**config.mk**
```make
export PLATFORM = sky130hd
export DESIGN_NAME = div_unit_flat
export DESIGN_NICKNAME = d
export VERILOG_FILES = /design/src/rtl/div_unit_pkg.sv /design/src/rtl/div_unit_if.sv /design/src/rtl/div_step.sv /design/src/rtl/div_unit.sv /design/src/flat_wrapper.sv
export SDC_FILE = /design/constraint.sdc
export NUM_CORES = 1
export LEC_CHECK = 0
export ABC_AREA = 1
export ABC_CLOCK_PERIOD_IN_PS = 3800
export CELL_PAD_IN_SITES_DETAIL_PLACEMENT = 1
export CELL_PAD_IN_SITES_GLOBAL_PLACEMENT = 2
export CORE_UTILIZATION = 31
export DETAILED_ROUTE_END_ITERATION = 7
export PLACE_DENSITY = 0.85
export SYNTH_ARGS = -nofsm -noshare
export SYNTH_HDL_FRONTEND = slang
export SYNTH_SLANG_ARGS = --single-unit
export TNS_END_PERCENT = 1
```
**constraint.sdc**
```tcl
create_clock -name clk -period 3.8 [get_ports clk]
set_clock_uncertainty 0.1 [all_clocks]
set_input_delay 0.76 -clock clk [delete_from_list [all_inputs] [get_ports clk]]
set_output_delay 0.76 -clock clk [all_outputs]
set_load 0.01 [all_outputs]
```
**src/rtl/div_unit_pkg.sv**
```systemverilog
// rtl/div_unit_pkg.sv - shared types and decode helpers for the iterative divider
package div_unit_pkg;

    typedef enum logic [1:0] {
        DIV  = 2'd0,
        DIVU = 2'd1,
        REM  = 2'd2,
        REMU = 2'd3
    } divop_t;

    typedef enum logic [1:0] {
        IDLE = 2'd0,
        CALC = 2'd1,
        DONE = 2'd2
    } div_state_t;

    localparam int CNT_W = 6;

    function automatic logic op_signed(input divop_t op);
        return (op == DIV) || (op == REM);
    endfunction

    function automatic logic op_rem(input divop_t op);
        return (op == REM) || (op == REMU);
    endfunction

endpackage

```
**src/rtl/div_unit_if.sv**
```systemverilog
// rtl/div_unit_if.sv - EX-stage handshake bundle between pipeline and divider
interface div_unit_if
    import div_unit_pkg::*;
#(
    parameter int DATA_WIDTH = 32
);
    logic                  start;
    divop_t                divop;
    logic [DATA_WIDTH-1:0] opr_a;
    logic [DATA_WIDTH-1:0] opr_b;
    logic                  kill;
    logic                  busy;
    logic                  valid;
    logic [DATA_WIDTH-1:0] result;

    modport master (
        output start, divop, opr_a, opr_b, kill,
        input  busy, valid, result
    );

    modport slave (
        input  start, divop, opr_a, opr_b, kill,
        output busy, valid, result
    );
endinterface

```
**src/rtl/div_step.sv**
```systemverilog
// rtl/div_step.sv - one radix-2 restoring division step (shift, trial subtract, select)
module div_step #(
    parameter int W = 32
) (
    input  logic [W-1:0] rem_in,
    input  logic [W-1:0] quo_in,
    input  logic [W-1:0] divisor,
    output logic [W-1:0] rem_out,
    output logic [W-1:0] quo_out
);
    logic [W:0] trial;
    logic [W:0] diff;

    always_comb begin
        trial = {rem_in, quo_in[W-1]};
        diff  = trial - {1'b0, divisor};
        // Borrow out means the trial remainder is smaller than the divisor: restore.
        if (diff[W]) begin
            rem_out = trial[W-1:0];
            quo_out = {quo_in[W-2:0], 1'b0};
        end else begin
            rem_out = diff[W-1:0];
            quo_out = {quo_in[W-2:0], 1'b1};
        end
    end
endmodule

```
**src/rtl/div_unit.sv**
```systemverilog
// rtl/div_unit.sv - multicycle signed/unsigned divide and remainder unit for the EX stage
module div_unit
    import div_unit_pkg::*;
#(
    parameter int DATA_WIDTH = 32
) (
    input logic       clk,
    input logic       rst,
    div_unit_if.slave bus
);
    localparam int W = DATA_WIDTH;
    localparam logic [CNT_W-1:0] LAST = CNT_W'(W - 1);

    div_state_t       state;
    logic [CNT_W-1:0] cnt;
    logic [W-1:0]     rem_q;
    logic [W-1:0]     quo_q;
    logic [W-1:0]     dsr_q;
    logic [W-1:0]     result_q;
    divop_t           op_q;
    logic             neg_q;
    logic             valid_q;

    logic [W-1:0] rem_nx;
    logic [W-1:0] quo_nx;

    logic         sign_a;
    logic         sign_b;
    logic [W-1:0] abs_a;
    logic [W-1:0] abs_b;
    logic         div_zero;
    logic         ovf;
    logic         special;
    logic [W-1:0] special_res;
    logic         neg_start;
    logic [W-1:0] raw_res;
    logic [W-1:0] fixed_res;

    div_step #(.W(W)) u_step (
        .rem_in  (rem_q),
        .quo_in  (quo_q),
        .divisor (dsr_q),
        .rem_out (rem_nx),
        .quo_out (quo_nx)
    );

    always_comb begin
        sign_a    = op_signed(bus.divop) & bus.opr_a[W-1];
        sign_b    = op_signed(bus.divop) & bus.opr_b[W-1];
        abs_a     = sign_a ? (~bus.opr_a + 1'b1) : bus.opr_a;
        abs_b     = sign_b ? (~bus.opr_b + 1'b1) : bus.opr_b;
        div_zero  = (bus.opr_b == '0);
        ovf       = op_signed(bus.divop) && (bus.opr_a == {1'b1, {(W-1){1'b0}}})
                    && (bus.opr_b == '1);
        special   = div_zero || ovf;
        // Quotient sign follows the operand signs; remainder follows the dividend.
        neg_start = op_rem(bus.divop) ? sign_a : (sign_a ^ sign_b);
        if (div_zero) begin
            special_res = op_rem(bus.divop) ? bus.opr_a : '1;
        end else begin
            special_res = op_rem(bus.divop) ? '0 : bus.opr_a;
        end
        raw_res   = op_rem(op_q) ? rem_nx : quo_nx;
        fixed_res = neg_q ? (~raw_res + 1'b1) : raw_res;
    end

    always_ff @(posedge clk) begin
        if (rst) begin
            state    <= IDLE;
            cnt      <= '0;
            rem_q    <= '0;
            quo_q    <= '0;
            dsr_q    <= '0;
            op_q     <= DIVU;
            neg_q    <= 1'b0;
            result_q <= '0;
            valid_q  <= 1'b0;
        end else begin
            valid_q <= 1'b0;
            if (bus.kill) begin
                state <= IDLE;
            end else begin
                case (state)
                    IDLE: begin
                        if (bus.start) begin
                            if (special) begin
                                result_q <= special_res;
                                valid_q  <= 1'b1;
                                state    <= DONE;
                            end else begin
                                rem_q <= '0;
                                quo_q <= abs_a;
                                dsr_q <= abs_b;
                                op_q  <= bus.divop;
                                neg_q <= neg_start;
                                cnt   <= '0;
                                state <= CALC;
                            end
                        end
                    end
                    CALC: begin
                        rem_q <= rem_nx;
                        quo_q <= quo_nx;
                        cnt   <= cnt + 1'b1;
                        if (cnt == LAST) begin
                            result_q <= fixed_res;
                            valid_q  <= 1'b1;
                            state    <= DONE;
                        end
                    end
                    DONE:    state <= IDLE;
                    default: state <= IDLE;
                endcase
            end
        end
    end

    assign bus.busy   = ((state == IDLE) && bus.start && !bus.kill) || (state == CALC);
    assign bus.valid  = valid_q;
    assign bus.result = result_q;
endmodule

```
**src/flat_wrapper.sv**
```systemverilog
// flat-port wrapper written by rule: the top's interface ports become plain ports
module div_unit_flat import div_unit_pkg::*;
#(
    parameter int DATA_WIDTH = 32
)
  (clk, rst, bus_start, bus_divop, bus_opr_a, bus_opr_b, bus_kill, bus_busy, bus_valid, bus_result);
  div_unit_if #(.DATA_WIDTH(DATA_WIDTH)) bus_i ();
  input logic clk;
  input logic rst;
  input wire logic [$bits(bus_i.start)-1:0] bus_start;
  input wire logic [$bits(bus_i.divop)-1:0] bus_divop;
  input wire logic [$bits(bus_i.opr_a)-1:0] bus_opr_a;
  input wire logic [$bits(bus_i.opr_b)-1:0] bus_opr_b;
  input wire logic [$bits(bus_i.kill)-1:0] bus_kill;
  output wire logic [$bits(bus_i.busy)-1:0] bus_busy;
  output wire logic [$bits(bus_i.valid)-1:0] bus_valid;
  output wire logic [$bits(bus_i.result)-1:0] bus_result;
  assign bus_i.start = bus_start;
  assign bus_i.divop = bus_divop;
  assign bus_i.opr_a = bus_opr_a;
  assign bus_i.opr_b = bus_opr_b;
  assign bus_i.kill = bus_kill;
  assign bus_busy = bus_i.busy;
  assign bus_valid = bus_i.valid;
  assign bus_result = bus_i.result;
  div_unit #(.DATA_WIDTH(DATA_WIDTH)) u_core (.clk(clk), .rst(rst), .bus(bus_i));
endmodule
```
==> results of run 1 <==
critical path, delay by kind of cell (launching register included):
| kind | cells | cell delay, ps |
|---|---|---|
| AND/OR/NAND/NOR | 17 | 1900 |
| AO/OA/AOI/OAI | 2 | 430 |
| buffers and inverters | 3 | 410 |
| adder cells (fa/ha/maj) | 1 | 380 |
| flip-flops | 1 | 340 |
stage by stage:
stage | power, mW | cell area (µm²) | TNS (ps)
floorplan | 2.50 | 12400 | 0
global placement | 3.14 | 14900 | 0
detailed placement | 3.18 | 14900 | -732
CTS | 4.87 | 15400 | 0
global route | 5.13 | 15600 | 0
finish | 4.88 | 15600 | 0
repair_timing:
item / in CTS / in global routing
setup buffers: 0 / 3
resized for setup: 0 / 33
setup endpoints to repair: 0 / 27
cell families (layout without fill, tap and decap cells):
family / after synthesis / count (layout)
AO/OA/AOI/OAI: 348 / 348
XOR/XNOR: 73 / 73
adder cells (fa/ha/maj): 38 / 38
buffers and inverters: 351 / 540
flip-flops: 139 / 139
AND/OR/NAND/NOR: 1217 / 1217
per-layer routing:
layer  share of wire  vias up
li1                -     7277
met1            0.47     7106
met2            0.47      243
met3           0.042       68
met4           0.025        4
met5         0.00040        -
registers in the layout (all words and copies together) (netlist names):
register,flops
u_core.bus.result,32
u_core.rem_q,32
u_core.cnt,6
u_core.neg_q,1
u_core.dsr_q,32
u_core.op_q,1
u_core.state,2
u_core.bus.valid,1
u_core.quo_q,32
cell type report:
type / count / area (µm²) / area share
multi-input cells: 1676 / 8370 / 0.537
clock buffers: 18 / 429 / 0.0275
inverters: 261 / 980 / 0.0628
well taps: 518 / 648 / 0.0416
repair buffers: 248 / 2230 / 0.143
clock inverters: 13 / 145 / 0.00931
flip-flops and latches: 139 / 2790 / 0.179
power by group:
part,switching (mW),internal [mW],leakage [nW]
clock network,0.726,0.967,0.273
logic,1.01,0.600,6.07
registers,0.0623,1.52,1.13
total,1.80,3.08,7.47
cells in the final DEF (no fill, tap or decap), types with 5 or more instances in the layout:
master           netlist  final
nor3_1                14     13
clkdlybuf4s50_1        0    102
nor2_1               173    164
nand3b_1               9      9
inv_1                251    250
dfxtp_1              139    136
a21oi_1              159    155
o211ai_1              11     11
ha_1                  37     32
xnor2_1               20     20
nand3_1              180    174
clkbuf_16              0     17
buf_12                 0      9
nor4_1                 6      6
a31oi_1               27     27
o21ai_0              115    115
nor2_2                 6     12
a21oi_2                2      5
buf_4                  3    135
nand3_2                7     13
a22oi_1               17     17
inv_2                  8      8
nor3_2                 4      5
nand2_4                3      5
or2_2                 34     34
nand2_2               27     29
xor2_1                53     53
nor2_4                 2      5
nand4_1               22     22
nand2_1              724    720
worst max path at each step:
stage                                  start                            endpoint  slack, ps  cells after the start
6_report       u_core.dsr_q[17]$_SDFFE_PP0P_  u_core.bus.result[29]$_SDFFE_PP0P_        190                     23
5_1_grt        u_core.dsr_q[27]$_SDFFE_PP0P_  u_core.bus.result[29]$_SDFFE_PP0P_         10                     25
4_1_cts        u_core.dsr_q[29]$_SDFFE_PP0P_  u_core.bus.result[21]$_SDFFE_PP0P_          3                     21
3_5_place_dp                    bus_opr_a[0]  u_core.bus.result[21]$_SDFFE_PP0P_        -50                     20
3_3_place_gp                    bus_opr_a[0]  u_core.bus.result[14]$_SDFFE_PP0P_         20                     19
2_1_floorplan  u_core.quo_q[31]$_SDFFE_PP0P_  u_core.bus.result[30]$_SDFFE_PP0P_        740                     28
==> impl_metrics.toml, run 1 <==
[run_status]
status = "finished, final reports clean"

[global_routing]
use_met1 = 0.353
grt_pass1_wl_mm = 84.0
grt-ovfl-total = 0
gr-usage-all-layers = 0.268
antenna_found_initial = 2
grt_max_degree = 68
grtUsageMet2 = 0.447
grtUsageMet3 = 0.0411
top_usage_layer = "met2"
grt_pass1_vias = 14957

[cts]
clk_pin_slew_ps = 70
hold_buffers = 0
cts_buffers = 17
htree_levels = 4
cts_root_buf = "clkbuf_16"
clock_sinks = 139
clock_path_buffers = 2
clk_latency_ps = 450
cts_tree = "done"

[detailed_routing]
post_drt_wl_per_cell_um = 19.0
drt_wl_total_mm = 54.5
vias = 14698
drt_iter0_drc = 830
postRouteAntennaNets = 0
drc = 0
dr.pass1.iters = 5
routed_via_density = 5.12

[place]
place_ws_ps = -51.4
io_buffers = 103
hpwl_mm = 44.7
dpl.cell_count = 2839
place_congestion = 0.922

[logic_synthesis]
synth_ff_type = "dfxtp_1"
synth.top_cell.area_share = 0.224
ys_ff_latch = 139
yosysWarnings = 0
synth_cell_types = 48
synth_simple_gate_area_frac = 0.420
ys_seq_area_frac = 0.224
yosys.area_share.adder = 0.0389
synth-edff-count = 0
synth_top_family_by_area = "simple AND/OR/NAND/NOR gates"
synth_top_cell_by_area = "dfxtp_1"
synth-xor-area-share = 0.0515
synth_compound_area_frac = 0.152
syn_area_per_cell_um2 = 5.73
synthCells = 2166
syn_area_mm2 = 0.0124
syn-num-nets = 2274
synth_mux_area_frac = 0
synth.top_cells.by_count = "nand2_1, inv_1, nand3_1"
yosysMostFrequentCell = "nand2_1"
async_flop_share = 0
synth.area.top_cells = "dfxtp_1, nand2_1, inv_1"

[hold_path]
hold_class = "flip-flop to flip-flop"
hold_path_end = "u_core.cnt[2]$_SDFFE_PP0P_"
min_path_cells = 2
hold_start = "u_core.cnt[2]$_SDFFE_PP0P_"

[die]
die_w_um = 202
die_y_um = 202
dieArea_mm2 = 0.0408
row_count = 72
core-area_mm2 = 0.0391
start_util = 0.317
ios = 104

[setup_path]
crit_top_cell = "nand2_1"
reg2reg_from = "u_core.dsr_q[17]$_SDFFE_PP0P_"
reg2reg_depth = 23
startpoint_type = "flip-flop"
cp_cell_sequence = "inv_1, ha_1, nand2_1, nand2_1, nand2_1, nand2_1, nand2_1, nand2_1, a21oi_4, nand3_2, buf_4, nand3_1, nand3_1, nand2_1, nand3_2, nor2_2, nand3_1, nand2_2, buf_4, nand2_1, nand2_1, nand3_1, a21oi_2"
slowest_delay_ps = 380
crit_arrival_ps = 3890
cp_data_required_time_ps = 4080
path_class = "flip-flop to flip-flop"
critPathSlowestCell = "ha_1"
reg2reg_slack_ps = 190
reg2reg_to = "u_core.bus.result[29]$_SDFFE_PP0P_"
endpoint_kind = "flip-flop"
critical_path_peak_fanout = 5

[final_layout]
final_cells = 2873
fillerInstances = 5340
post-route-util = 0.399
diodes = 0
fin_nets = 2451
drive_gt1_frac = 0.129
synthToLayoutAreaGrowth_pct = 25.6

[sta]
slew_viol_final = 0
period_share = 0.950
min_period_ps = 3610
worst_slack_ps = 191
fmax_mhz = 277
holdWs_ps = 392
relSlewSlack = 0.306
tightest_slew_ps = 1030
hold_viol_final = 0
setup_viol = 0
rsz0062_at_grt = "false"

[power_and_ir_drop]
ir_drop_uv = 319
power.density_mw_per_mm2 = 313
p_leak_nw = 7.47

[flow_run]
max-cap-violations = 0
Note: power is estimated with default switching activity, not from simulation.
==> run 2: changes to the inputs <==
--- a/config.mk
+++ b/config.mk
@@ -6,12 +6,14 @@
 export NUM_CORES = 1
 export LEC_CHECK = 0
 export ABC_AREA = 1
-export ABC_CLOCK_PERIOD_IN_PS = 3800
+export ABC_CLOCK_PERIOD_IN_PS = 4300
+export CAP_MARGIN = 20
 export CELL_PAD_IN_SITES_DETAIL_PLACEMENT = 1
 export CELL_PAD_IN_SITES_GLOBAL_PLACEMENT = 2
-export CORE_UTILIZATION = 31
+export CORE_UTILIZATION = 34
 export DETAILED_ROUTE_END_ITERATION = 7
-export PLACE_DENSITY = 0.85
+export PLACE_DENSITY = 0.92
+export SLEW_MARGIN = 20
 export SYNTH_ARGS = -nofsm -noshare
 export SYNTH_HDL_FRONTEND = slang
 export SYNTH_SLANG_ARGS = --single-unit
==> constraint.sdc (replaced) <==
create_clock -name clk -period 4.3 [get_ports clk]
set_clock_uncertainty 0.1 [all_clocks]
set_input_delay 0.86 -clock clk [delete_from_list [all_inputs] [get_ports clk]]
set_output_delay 0.86 -clock clk [all_outputs]
set_load 0.01 [all_outputs]
==> run 2 against run 1 <==
The flow now finishes with violations (DRC). Setup slack improved by 53 ps. Register-to-register slack improved by 50 ps. Critical path depth rose by 2. Critical endpoint is now u_core.bus.result[22]$_SDFFE_PP0P_. Highest routed layer is now met4.
==> impl_metrics.toml, run 2 (synthesis gave the netlist of run 1 again) <==
[sta]
tns_ps = 0
relSlewSlack = 0.333
setup_viol = 0
tightest_slew_ps = 995
slew_viol_final = 0
period_share = 0.943
fmax_mhz = 247
rsz0062_at_grt = "false"
min_period_ps = 4060
hold_viol_final = 0

[setup_path]
endpoint_kind = "flip-flop"
cp_top_family = "simple AND/OR/NAND/NOR gates"
critPathSlowestCell = "dfxtp_1"
crit_top_cell = "nand2_2"
path_class = "flip-flop to flip-flop"
startpoint_type = "flip-flop"
critical_path_peak_fanout = 13
worst-path-buf-inv = 2
cp_data_required_time_ps = 4570
crit_arrival_ps = 4330
slowest_delay_ps = 470

[detailed_routing]
drc = 2
vias = 14336
dr.pass1.iters = 7
drt_wl_total_mm = 52.9
post_drt_wl_per_cell_um = 19.5
drt_iter0_drc = 959
routed_via_density = 5.27
postRouteAntennaNets = 0

[final_layout]
layout_common_cells = "nand2_1, inv_1, nand3_1"
fin_nets = 2353
synthToLayoutAreaGrowth_pct = 17.8
post-route-util = 0.409
final_common_cell = "nand2_1"
drive_gt1_frac = 0.0784
final_cells = 2718
diodes = 0

[power_and_ir_drop]
ir_drop_uv = 290
power_mw = 4.19
power.density_mw_per_mm2 = 287
p_leak_nw = 6.96

[cts]
clk_pin_slew_ps = 60
cts_buffers = 17
clock_sinks = 139
clk_latency_ps = 450
htree_levels = 4
cts_root_buf = "clkbuf_16"
clock_path_buffers = 2
cts_tree = "done"
hold_buffers = 0

[global_routing]
antenna_found_initial = 0
grt_max_degree = 87
grt-ovfl-total = 0
gr-usage-all-layers = 0.289
grt_pass1_wl_mm = 81.1
grt_pass1_vias = 14399

[hold_path]
hold_class = "flip-flop to flip-flop"

[run_status]
violations = "DRC"
status = "finished with violations"

[die]
core-area_mm2 = 0.0357
start_util = 0.347
die_w_um = 193
die_y_um = 193
dieArea_mm2 = 0.0373
ios = 104
row_count = 69

[place]
hpwl_mm = 43.0
place_congestion = 0.908
dpl.cell_count = 2687
io_buffers = 103

[flow_run]
max-cap-violations = 0
[run 2: power by group]
| group | switching (mW) | internal, mW |
|---|---|---|
| logic | 0.866 | 0.432 |
| clock network | 0.620 | 0.884 |
| registers | 0.0502 | 1.34 |
| total | 1.54 | 2.66 |
[run 2: repair_timing]
| item | CTS | global route |
|---|---|---|
| setup buffers | 0 | 0 |
| resized for setup | 0 | 2 |
| endpoints found under the setup margin | 0 | 15 |
[run 2: final cells by class]
cell class / instances / area [µm²]
Fill cell: 4886 / 21100
Multi-Input combinational cell: 1676 / 8250
Sequential cell: 139 / 2780
Timing Repair Buffer: 150 / 1440
Inverter: 261 / 980
Tap cell: 461 / 577
Clock buffer: 22 / 464
Clock inverter: 9 / 115
[run 2: path summary, 6_finish.rpt]
check	from	to	slack [ps]	cells after the start
max	u_core.dsr_q[0]$_SDFFE_PP0P_	u_core.bus.result[22]$_SDFFE_PP0P_	240	25
min	u_core.dsr_q[26]$_SDFFE_PP0P_	u_core.dsr_q[26]$_SDFFE_PP0P_	370	2
max reg2reg	u_core.dsr_q[0]$_SDFFE_PP0P_	u_core.bus.result[22]$_SDFFE_PP0P_	240	25
min reg2reg	u_core.dsr_q[26]$_SDFFE_PP0P_	u_core.dsr_q[26]$_SDFFE_PP0P_	370	2
[run 2: stage by stage]
stage,instance area [µm²],setup WS (ps),hold slack (ps)
4_1_cts,14600,119,376
6_report,14600,244,375
2_1_floorplan,12400,1170,332
5_1_grt,14600,8.65,409
3_5_place_dp,14000,173,378
3_3_place_gp,14000,276,372
[run 2: routing by layer]
layer  vias up  share of wire  global-route usage
li1       7099              -                   -
met1      6845           0.47               0.391
met2       314           0.45               0.460
met3        78          0.049              0.0445
met4         0          0.034               0.108
met5         -              0                   0
[run 2: worst min-delay path, stage by stage, from the launching register on]
cell	delay, ps
dfxtp_1	290
inv_1	80
a21oi_1	60
==> run 3: changes to the inputs <==
--- a/config.mk
+++ b/config.mk
@@ -11,6 +11,7 @@
 export CELL_PAD_IN_SITES_DETAIL_PLACEMENT = 1
 export CELL_PAD_IN_SITES_GLOBAL_PLACEMENT = 2
 export CORE_UTILIZATION = 34
+export CTS_CLUSTER_SIZE = 28
 export DETAILED_ROUTE_END_ITERATION = 7
 export PLACE_DENSITY = 0.92
 export SLEW_MARGIN = 20
==> results of run 3 <==
No change in the layout: final DEF, timing and power equal those of run 2.
